--- config.mk ---
export PLATFORM = sky130hd
export DESIGN_NAME = fetch_unit
export DESIGN_NICKNAME = d
export VERILOG_FILES = /design/src/rtl/fetch_unit.sv
export SDC_FILE = /design/constraint.sdc
export NUM_CORES = 1
export LEC_CHECK = 0
export ABC_CLOCK_PERIOD_IN_PS = 6200
export BUFFER_PORTS_ARGS = -buffer_cell sky130_fd_sc_hd__buf_2
export CORE_MARGIN = 10
export CORE_UTILIZATION = 31
export CTS_BUF_LIST = sky130_fd_sc_hd__clkbuf_2
export DETAILED_ROUTE_END_ITERATION = 8
export GPL_TIMING_DRIVEN = 0
export HOLD_SLACK_MARGIN = 0.08
export PLACE_DENSITY_LB_ADDON = 0.1
export SLEW_MARGIN = 20
export SYNTH_ARGS = -nofsm -noshare
export SYNTH_HDL_FRONTEND = slang
export SYNTH_SLANG_ARGS = --single-unit
--- constraint.sdc ---
create_clock -name clk -period 6.2 [get_ports clk]
set_clock_uncertainty 0.1 [all_clocks]
set_input_delay 1.55 -clock clk [delete_from_list [all_inputs] [get_ports clk]]
set_output_delay 1.55 -clock clk [all_outputs]
set_load 0.01 [all_outputs]
--- src/rtl/fetch_unit.sv ---
`default_nettype none
// ============================================================================
// Module      : fetch_unit
// Description : Instruction-fetch stage. Owns the PC, runs a request/done
//               handshake with a variable-latency instruction memory, keeps a
//               one-entry skid buffer for words that arrive while decode is
//               stalled, tracks redirects that land while a request is in
//               flight, and parks on a fetched HALT until redirected.
// Revision    : 1.0 - initial release
// ============================================================================
module fetch_unit #(
  parameter logic [15:0] RESET_PC  = 16'h0000,
  parameter logic [15:0] NOP_INSTR = 16'h0800,
  parameter logic [4:0]  HALT_OPC  = 5'b00000
) (
  input  logic        clk,
  input  logic        rst,
  output logic        imem_req,
  output logic [15:0] imem_addr,
  input  logic [15:0] imem_rdata,
  input  logic        imem_done,
  input  logic        stall,
  input  logic        redirect,
  input  logic [15:0] redirect_pc,
  output logic [15:0] instr,
  output logic [15:0] PC_Next,
  output logic        instr_valid,
  output logic        halted
);

  // REQ: request outstanding or about to issue; HOLD: word parked in the skid
  // buffer waiting for decode; HALTED: a HALT was delivered, no fetching.
  typedef enum logic [1:0] {
    S_REQ    = 2'd0,
    S_HOLD   = 2'd1,
    S_HALTED = 2'd2
  } state_t;

  localparam logic [15:0] C_PC_STEP = 16'd2;

  // Architectural state
  state_t      r_state;
  logic [15:0] r_pc;
  logic        r_pend_redir;
  logic [15:0] r_tgt;
  logic        r_buf_valid;
  logic [15:0] r_buf_instr;
  logic [15:0] r_buf_pcn;
  logic [15:0] r_ifid_instr;
  logic [15:0] r_ifid_pcn;
  logic        r_ifid_valid;

  // Next-state values
  state_t      w_state;
  logic [15:0] w_pc;
  logic        w_pend_redir;
  logic [15:0] w_tgt;
  logic        w_buf_valid;
  logic [15:0] w_buf_instr;
  logic [15:0] w_buf_pcn;
  logic [15:0] w_ifid_instr;
  logic [15:0] w_ifid_pcn;
  logic        w_ifid_valid;

  logic [15:0] w_pc_inc;
  logic        w_rdata_is_halt;
  logic        w_buf_is_halt;

  assign w_pc_inc        = r_pc + C_PC_STEP;
  assign w_rdata_is_halt = (imem_rdata[15:11] == HALT_OPC);
  assign w_buf_is_halt   = (r_buf_instr[15:11] == HALT_OPC);

  // Request is suppressed while reset is held so nothing is issued before
  // the first cycle after release.
  assign imem_req    = rst && (r_state == S_REQ);
  assign imem_addr   = r_pc;
  assign instr       = r_ifid_instr;
  assign PC_Next     = r_ifid_pcn;
  assign instr_valid = r_ifid_valid;
  assign halted      = (r_state == S_HALTED);

  // Next-state, PC, skid buffer and IF/ID update logic.
  always_comb begin
    w_state      = r_state;
    w_pc         = r_pc;
    w_pend_redir = r_pend_redir;
    w_tgt        = r_tgt;
    w_buf_valid  = r_buf_valid;
    w_buf_instr  = r_buf_instr;
    w_buf_pcn    = r_buf_pcn;
    w_ifid_instr = r_ifid_instr;
    w_ifid_pcn   = r_ifid_pcn;
    w_ifid_valid = r_ifid_valid;

    case (r_state)
      S_REQ: begin
        if (imem_done) begin
          if (redirect) begin
            // Fresh redirect wins over both the returning word and any
            // target remembered from earlier in this request.
            w_pc         = redirect_pc;
            w_pend_redir = 1'b0;
            w_ifid_instr = NOP_INSTR;
            w_ifid_valid = 1'b0;
          end else if (r_pend_redir) begin
            // Word belongs to the squashed path; discard it and refetch.
            w_pc         = r_tgt;
            w_pend_redir = 1'b0;
            if (!stall) begin
              w_ifid_instr = NOP_INSTR;
              w_ifid_valid = 1'b0;
            end
          end else if (!stall) begin
            w_ifid_instr = imem_rdata;
            w_ifid_pcn   = w_pc_inc;
            w_ifid_valid = 1'b1;
            w_pc         = w_pc_inc;
            w_state      = w_rdata_is_halt ? S_HALTED : S_REQ;
          end else begin
            // Decode is busy: park the word and stop requesting.
            w_buf_valid  = 1'b1;
            w_buf_instr  = imem_rdata;
            w_buf_pcn    = w_pc_inc;
            w_pc         = w_pc_inc;
            w_state      = S_HOLD;
          end
        end else begin
          if (redirect) begin
            // The address cannot move mid-request; remember the target and
            // apply it when the outstanding response comes back.
            w_pend_redir = 1'b1;
            w_tgt        = redirect_pc;
            w_ifid_instr = NOP_INSTR;
            w_ifid_valid = 1'b0;
          end else if (!stall) begin
            w_ifid_instr = NOP_INSTR;
            w_ifid_valid = 1'b0;
          end
        end
      end

      S_HOLD: begin
        if (redirect) begin
          w_pc         = redirect_pc;
          w_buf_valid  = 1'b0;
          w_ifid_instr = NOP_INSTR;
          w_ifid_valid = 1'b0;
          w_state      = S_REQ;
        end else if (!stall) begin
          w_ifid_instr = r_buf_instr;
          w_ifid_pcn   = r_buf_pcn;
          w_ifid_valid = r_buf_valid;
          w_buf_valid  = 1'b0;
          w_state      = w_buf_is_halt ? S_HALTED : S_REQ;
        end
      end

      S_HALTED: begin
        if (redirect) begin
          // A HALT fetched down a mispredicted path must not stick.
          w_pc         = redirect_pc;
          w_buf_valid  = 1'b0;
          w_ifid_instr = NOP_INSTR;
          w_ifid_valid = 1'b0;
          w_state      = S_REQ;
        end else if (!stall) begin
          w_ifid_instr = NOP_INSTR;
          w_ifid_valid = 1'b0;
        end
      end

      default: begin
        w_state = S_REQ;
      end
    endcase
  end

  // State register with synchronous active-low reset.
  always_ff @(posedge clk) begin
    if (!rst) begin
      r_state      <= S_REQ;
      r_pc         <= RESET_PC;
      r_pend_redir <= 1'b0;
      r_tgt        <= RESET_PC;
      r_buf_valid  <= 1'b0;
      r_buf_instr  <= NOP_INSTR;
      r_buf_pcn    <= RESET_PC + C_PC_STEP;
      r_ifid_instr <= NOP_INSTR;
      r_ifid_pcn   <= RESET_PC + C_PC_STEP;
      r_ifid_valid <= 1'b0;
    end else begin
      r_state      <= w_state;
      r_pc         <= w_pc;
      r_pend_redir <= w_pend_redir;
      r_tgt        <= w_tgt;
      r_buf_valid  <= w_buf_valid;
      r_buf_instr  <= w_buf_instr;
      r_buf_pcn    <= w_buf_pcn;
      r_ifid_instr <= w_ifid_instr;
      r_ifid_pcn   <= w_ifid_pcn;
      r_ifid_valid <= w_ifid_valid;
    end
  end

endmodule
`default_nettype wire
==> impl_metrics.tcl, run 1 <==
set metrics [dict create \
    outcome "finished clean" \
    synth_largest_area_cell "dfxtp_1" \
    ys_seq_area_share_pct 41.0 \
    avgSynthCellArea_um2 7.88 \
    dr.first_iter.drc_count 328 \
    arrival_ns 2.69 \
    cts-htree-levels 3 \
    setup_viol 0 \
    critical_path.most_common_cell "buf_2" \
    postCtsResizedCells 0 \
    start_util_pct 31.4 \
    required_ns 4.55 \
    async_flop_share_pct 0 \
    ys_types 57 \
    path_delay_family "buffers and inverters" \
    dpl.hpwl_um 13100 \
    syn_inst 625 \
    p_leak_nw 2.25 \
    clock-root-buffer "clkbuf_2" \
    grt_pass1_wl_um 27300 \
    grt_pass1_vias 4750 \
    nFillCells 1683 \
    clock_latency_ns 0.61 \
    fmax_mhz 230 \
    critical_path_class "in2out" \
    cts_buffer_depth 2 \
    area_delta_synth_final_pct 16.4 \
    slowest_delay_ns 0.58 \
    cts_tree "yes" \
    slew_viol_final 0 \
    utilization_pct 36.5 \
    io_pins 88 \
    vdd_drop_max_mv 0.106 \
    cts_setup_buffers 0 \
    antenna_found_initial 1 \
    min_period_ns 4.34 \
    drv_cap 0 \
    synth_edf_count 0 \
    fin_crit_sh_pct 70.1 \
    cts_buffers 9 \
    cts_sinks 101 \
    fin_area_um2 5730 \
    grt_max_degree 16 \
    vias_per_cell 5.24 \
    grt_usage_pct 16.0 \
    max_slew_margin_pct 47.3 \
    synth.most_common_cell "nand2_1" \
    p_per_area_nw_per_um2 264 \
    ys_warn_count 0 \
    synth_area_um2 4930 \
    cts_hold_buffers 0 \
    drt_wl_total_um 17500 \
    overflow 0 \
    tns_ns 0 \
    drc_errors 0 \
    start_kind "input pin" \
    routedWlPerCell_um 18.5 \
    cp-end-kind "output pin" \
    die_x_um 146 \
    synth_top_area_share_pct 41.0 \
    coreArea_um2 15700 \
    synthTopCellsByArea "dfxtp_1, nand2_1, a21oi_1" \
    die-area_um2 21300 \
    antenna_left 0 \
    synth_common_cells "nand2_1, dfxtp_1, a21oi_1" \
    cp_max_fo 10 \
    ys_ff_latch 101 \
    drive_gt1_share_pct 19.0 \
    hp-class "reg2reg" \
    fin_nets 764 \
    drt-pass1-iter-count 4 \
    critPathBufInv 4 \
    syn_nets 667 \
    worst_hold_slack_ns 0.365 \
    gp_congestion 0.861 \
    hold_viol_final 0 \
    core.rowCount 46 \
    vias 4945 \
    path_cells "buf_2 -> inv_2 -> buf_1 -> nor2_1 -> buf_2" \
    cpMaxStageDelayCell "buf_1" \
    tightest_slew_ns 0.787 \
    portBuffers 86 \
    placed_cell_area_um2 5630 \
    n_antenna_cell 0 \
    fp.dieH_um 146 \
    clk_pin_slew_ns 0.26 \
    rsz0062_at_grt "no" \
    synth_flop_cell "dfxtp_1" \
]
[power breakdown]
| part | internal [mW] | total [mW] | switching (mW) |
|---|---|---|---|
| clock | 0.0940 | 0.330 | 0.236 |
| combinational | 0.150 | 0.419 | 0.269 |
| sequential | 0.706 | 0.767 | 0.0610 |
[final timing paths]
path / slack [ns] / endpoint / start / cells after the start
worst max-delay path: 1.86 / imem_req / rst / 5
worst min-delay path: 0.37 / PC_Next[6] / PC_Next[6] / 2
worst max register to register: 3.65 / instr[11] / r_state[0] / 8
worst min register to register: 0.37 / PC_Next[6] / PC_Next[6] / 2
[flip-flops by register name, summed over array words and instances, names as in the netlist]
| register | cells |
|---|---|
| PC_Next | 16 |
| imem_addr | 16 |
| r_buf_pcn | 16 |
| instr | 16 |
| r_buf_valid | 1 |
| r_buf_instr | 16 |
| r_tgt | 16 |
| r_pend_redir | 1 |
| r_state | 2 |
| instr_valid | 1 |
[metal layers]
metal,GRT usage (%),up-vias,part of all wire [%]
met2,24.5,130,45
met5,0,-,0
li1,-,2426,-
met4,5.51,0,1.7
met1,22.1,2369,49
met3,2.72,20,4.6
[per-stage QoR]
stage	total power [mW]	setup slack [ns]	instances
after floorplan	1.03	2.50	625
after global placement	1.19	1.80	927
after detailed placement	1.20	1.83	927
after CTS	1.52	1.83	943
after global routing	1.60	1.78	943
final	1.52	1.86	943
[logic make-up after synthesis]
group	count (synthesis)	synth area share (%)
flops	101	41.0
xor+xnor	13	2.31
simple gates	246	23.1
mux	7	1.45
fa+ha+maj	5	1.27
compound gates	195	25.8
buf+inv	58	5.05
[final cells by class]
cell class	instances	area, um2	area share, %
inverter	12	45.0	0.786
buffer	46	204	3.56
clock inverter	5	51.3	0.895
clock buffer	11	55.1	0.960
sequential	101	2020	35.3
multi-input combinational	466	2660	46.3
timing repair buffer	86	430	7.51
tap	216	270	4.71
[layout by cell type (no fill, tap or decap), types with 15 or more instances in the layout]
cell type and n:
nand3_1 18, o21ai_1 26, nand2_1 127, clkbuf_1 21
nor2_1 47, a211oi_1 16, o21ai_0 20, dfxtp_1 101
buf_2 102, a21oi_1 59, and3_1 15
[worst min-delay path, delay by kind of cell, from the launching register on]
kind | cells | cell delay [ns]
AND/OR/NAND/NOR | 1 | 0.05
AO/OA/AOI/OAI | 1 | 0.05
flip-flops | 1 | 0.37
Power figures use the tool's default switching activity.
==> run 2: changes to the inputs <==
- ABC_AREA: unset -> 1
- ABC_CLOCK_PERIOD_IN_PS: 6200 -> 3890
- clock period: 6.2 -> 3.89 ns (I/O delays scaled with it)
==> impl_metrics.tcl, run 2 <==
set metrics [dict create \
    tightest_slew_ns 0.646 \
    syn_nets 751 \
    synthTopCellsByArea "dfxtp_1, o21ai_0, nand2_1" \
    stdcell_count 1027 \
    grt_pass1_wl_um 29100 \
    slew_viol_final 0 \
    grt_usage_pct 16.9 \
    synth_fa_ha_area_share_pct 1.27 \
    critical_path_class "in2out" \
    clock_latency_ns 0.62 \
    p_per_area_nw_per_um2 693 \
    dpl.hpwl_um 13800 \
    synth_flop_cell "dfxtp_1" \
    gp_congestion 0.852 \
    rsz0062_at_grt "no" \
    required_ns 2.82 \
    clock-root-buffer "clkbuf_2" \
    ys_types 35 \
    regToRegSetupSlack_ns 1.35 \
    synth_edf_count 0 \
    start_kind "input pin" \
    synth-xor-area-share_pct 0.710 \
    layout_common_cells "nand2_1, o21ai_0, dfxtp_1" \
    ys_warn_count 0 \
    drv_cap 0 \
    grt_pass1_vias 5274 \
    synth_top_area_share_pct 41.0 \
    cts_tree "yes" \
    ys_ff_latch 101 \
    antenna_found_initial 0 \
    async_flop_share_pct 0 \
    cts_setup_buffers 0 \
    hp-class "reg2reg" \
    n_antenna_cell 0 \
    synth_area_um2 4930 \
    overflow 0 \
    clk_pin_slew_ns 0.24 \
    min_period_ns 3.32 \
    worst_hold_slack_ns 0.373 \
    routedWlPerCell_um 17.9 \
    cts_sinks 101 \
    synth_largest_area_cell "dfxtp_1" \
    worst_slack_ns 0.567 \
    postCtsResizedCells 0 \
    p_leak_nw 2.55 \
    p_total_mw 3.98 \
    max_slew_margin_pct 56.9 \
    vias 5260 \
    cp_max_fo 10 \
    drive_gt1_share_pct 16.6 \
    outcome "finished clean" \
    reg2reg_from "r_state[1]" \
    synth_compound_area_share_pct 27.1 \
    vdd_drop_max_mv 0.278 \
    die-area_um2 21400 \
    synth_top_family_by_area "compound AO/OA/AOI/OAI gates" \
    portBuffers 86 \
    cp-end-kind "output pin" \
    synthMuxAreaShare_pct 0 \
    final_common_cell "nand2_1" \
    core.rowCount 46 \
    fp.dieH_um 146 \
    die_x_um 146 \
    cts-htree-levels 3 \
    synth_common_cells "nand2_1, o21ai_0, dfxtp_1" \
    drc_errors 0 \
    avgSynthCellArea_um2 6.96 \
    drt-pass1-iter-count 5 \
    cts_hold_buffers 0 \
    syn_inst 709 \
    tns_ns 0 \
    coreArea_um2 15700 \
    drt_wl_total_um 18300 \
    vias_per_cell 5.12 \
    cts_buffers 9 \
    fmax_mhz 301 \
    fin_crit_sh_pct 85.4 \
    hp-start "r_buf_instr[8]" \
    arrival_ns 2.25 \
    nFillCells 1755 \
    hold_viol_final 0 \
    hold_depth 2 \
    min_to "r_buf_instr[8]" \
    r2r_end "imem_addr[9]" \
    start_util_pct 31.4 \
    post-place-ws_ns 0.528 \
    fin_nets 848 \
    ys_seq_area_share_pct 41.0 \
    place_inst 1011 \
    synth-simple-area-share_pct 21.4 \
    dr.first_iter.drc_count 410 \
    setup_viol 0 \
    synth.most_common_cell "nand2_1" \
    io_pins 88 \
    grt_max_degree 16 \
    area_delta_synth_final_pct 16.4 \
    antenna_left 0 \
    cts_buffer_depth 2 \
    reg2reg_depth 9 \
]
## run 2: changes by cell type in the layout (fill, tap and decap cells not counted), sizes merged, moves of 8 or more
cell / previous run / this run
a22oi: 10 / 1
inv: 12 / 62
a21oi: 62 / 92
a211oi: 16 / 1
o21ai: 46 / 111
buf: 111 / 102
o221ai: 9 / 0
o211ai: 2 / 13
nor3: 11 / 3
nand2b: 8 / 0
nor2: 47 / 83
and3: 15 / 0
a221o: 9 / 0
## run 2: layer usage
layer / up-vias / track usage, % / routed length, um
met5: - / 0 / 0
met3: 28 / 3.52 / 990
met4: 0 / 6.51 / 425
met1: 2493 / 21.8 / 8470
li1: 2577 / - / -
met2: 162 / 27.1 / 8440
## run 2: metrics by stage
step | util (%) | cell area (um2)
2_1_floorplan | - | 4930
3_3_place_gp | 35.9 | 5630
3_5_place_dp | 35.9 | 5630
4_1_cts | 36.5 | 5740
5_1_grt | 36.5 | 5740
6_report | 36.5 | 5740
## run 2: area by class of cell
class | count | area [um2] | share of cell area [%]
repair buffers | 86 | 430 | 7.50
inverters | 62 | 233 | 4.05
clock inverters | 5 | 51.3 | 0.894
plain buffers | 41 | 186 | 3.25
flip-flops and latches | 101 | 2020 | 35.2
multi-input cells | 505 | 2490 | 43.4
well taps | 216 | 270 | 4.71
clock buffers | 11 | 55.1 | 0.959
## run 2: worst max path at each step
stage | from | endpoint | slack (ns)
after global placement | rst | imem_req | 0.50
after CTS | rst | imem_req | 0.52
after global routing | rst | imem_req | 0.44
after floorplan | rst | imem_req | 1.18
final | rst | imem_req | 0.57
after detailed placement | rst | imem_req | 0.53
## run 2: power breakdown
group | total [mW] | leakage [nW] | switching, mW | internal, mW
Clock | 0.512 | 0.0694 | 0.363 | 0.149
Sequential | 1.50 | 0.828 | 0.206 | 1.29
Combinational | 1.97 | 1.66 | 1.35 | 0.615
## run 2: worst max-delay path, stage by stage
cell and delay (ns):
clkbuf_1 0.42, clkbuf_1 0.49, nand2_1 0.15, inv_1 0.08
buf_2 0.12
## run 2: logic make-up after synthesis
logic type | Yosys count
AND/OR/NAND/NOR | 247
XOR/XNOR | 4
adder cells (fa/ha/maj) | 5
AO/OA/AOI/OAI | 249
buffers and inverters | 103
flip-flops | 101
==> run 3: changes to the inputs <==
- CORE_UTILIZATION: 31 -> 25
- HOLD_SLACK_MARGIN: 0.08 -> unset
==> impl_metrics.tcl, run 3 (synthesized netlist as in run 2, its figures left out) <==
set metrics [dict create \
    routedWlPerCell_um 17.2 \
    vias_per_cell 4.85 \
    antenna_left 0 \
    hp-class "reg2reg" \
    rsz0062_at_grt "no" \
    worst_slack_ns 0.451 \
    drt_wl_total_um 18500 \
    core.rowCount 51 \
    slew_viol_final 0 \
    outcome "finished clean" \
    postCtsResizedCells 0 \
    nFillCells 2188 \
    layout_common_cells "nand2_1, o21ai_0, dfxtp_1" \
    tightest_slew_ns 0.675 \
    fin_nets 848 \
    fin_area_um2 5830 \
    overflow 0 \
    path_cells "clkbuf_1 -> clkbuf_1 -> nand2_1 -> inv_1 -> buf_2" \
    clock-root-buffer "clkbuf_2" \
    area_delta_synth_final_pct 18.2 \
    cts_sinks 101 \
    vias 5223 \
    drc_errors 0 \
    drv_cap 0 \
    use_met2_pct 21.7 \
    post-place-ws_ns 0.415 \
    fp.dieH_um 160 \
    p_leak_nw 2.56 \
    start_kind "input pin" \
    p_int_mw 2.12 \
    pwr-share-seq_pct 37.3 \
    path_delay_family "buffers and inverters" \
    coreArea_um2 19500 \
    critical_path.most_common_cell "clkbuf_1" \
    die-area_um2 25800 \
    cts_hold_buffers 0 \
    p_comb_share_pct 48.0 \
    critPathBufInv 4 \
    fin_crit_sh_pct 88.4 \
    max_slew_margin_pct 55.0 \
    grt_max_degree 17 \
    dr.first_iter.drc_count 421 \
    multi_input_area_um2 2490 \
    portBuffers 86 \
    start_util_pct 25.3 \
    io_pins 88 \
    required_ns 2.82 \
    antenna_found_initial 1 \
    hold_viol_final 0 \
    clock_latency_ns 0.62 \
    placed_cell_area_um2 5700 \
    cts_buffer_depth 2 \
    gp_congestion 0.830 \
    grt_pass1_wl_um 28900 \
    tns_ns 0 \
    arrival_ns 2.37 \
    grt_use_met3_pct 2.84 \
    sw_frac_of_total_pct 47.4 \
    clk_pin_slew_ns 0.27 \
    die_x_um 160 \
    clkPwrFrac_pct 14.7 \
    drive_gt1_share_pct 16.6 \
    grt_usage_pct 14.1 \
    global_route.usage.met1_pct 19.1 \
    dpl.hpwl_um 14100 \
    min_period_ns 3.44 \
    grt_pass1_vias 5023 \
    setup_viol 0 \
    cp_max_fo 10 \
    vdd_drop_max_mv 0.177 \
    cpMaxStageDelayCell "clkbuf_1" \
    cts-htree-levels 3 \
    fmax_mhz 291 \
    cts_buffers 9 \
    gr-max-usage-layer "met2" \
    drt-pass1-iter-count 5 \
    critical_path_class "in2out" \
    final_common_cell "nand2_1" \
    cts_tree "yes" \
    switchingPower_mw 1.91 \
    cts_setup_buffers 0 \
    seq_area_um2 2020 \
    slowest_delay_ns 0.58 \
    cp-end-kind "output pin" \
    p_per_area_nw_per_um2 690 \
]
==> run 3: cell types whose count changed in the layout (fill, tap and decap cells not counted), sizes merged <==
cell / change
clkbuf: -2
bufinv: +1
clkinv: +1
diode: +1
==> run 3: per-layer routing <==
metal	wire [um]	vias up
met3	880	19
met4	314	0
met2	8170	140
li1	-	2588
met5	0	-
met1	9150	2476
==> run 3: cell type report <==
class                           count  share of cell area (%)
Tap cell                          265                    5.68
Buffer                             41                    3.20
Sequential cell                   101                    34.7
Clock buffer                        9                   0.772
Antenna cell                        1                  0.0429
Inverter                           62                    3.99
Multi-Input combinational cell    505                    42.7
Timing Repair Buffer               86                    7.38
Clock inverter                      7                    1.54
==> run 3: final timing paths <==
| path | start | endpoint | slack, ns | depth (start not counted) |
|---|---|---|---|---|
| min reg2reg | r_buf_instr[8] | r_buf_instr[8] | 0.37 | 2 |
| min | r_buf_instr[8] | r_buf_instr[8] | 0.37 | 2 |
| max reg2reg | r_state[0] | imem_addr[11] | 1.47 | 9 |
| max | rst | imem_req | 0.45 | 5 |
==> run 3: power by group through the flow <==
stage	sequential (mW)	combinational, mW	clock, mW
2_1_floorplan	1.53	1.18	0
4_1_cts	1.50	1.95	0.615
3_5_place_dp	1.52	1.94	0
5_1_grt	1.54	2.18	0.654
6_report	1.50	1.93	0.589
3_3_place_gp	1.52	1.92	0
==> run 3: per-stage QoR <==
step / cells / power [mW] / hold slack (ns) / util, %
3_3_place_gp: 1060 / 3.44 / 0.337 / 29.3
4_1_cts: 1076 / 4.06 / 0.374 / 30.0
3_5_place_dp: 1060 / 3.46 / 0.346 / 29.3
6_report: 1077 / 4.02 / 0.370 / 30.0
2_1_floorplan: 709 / 2.72 / 0.325 / -
5_1_grt: 1077 / 4.37 / 0.402 / 30.0
==> run 3: worst reg2reg max path, stage by stage (launching register included) <==
cell	delay [ns]
dfxtp_1	0.45
inv_1	0.08
ha_1	0.37
inv_1	0.22
nor2_2	0.12
nor2_2	0.34
inv_1	0.16
buf_2	0.22
a21oi_1	0.18
a21oi_1	0.09
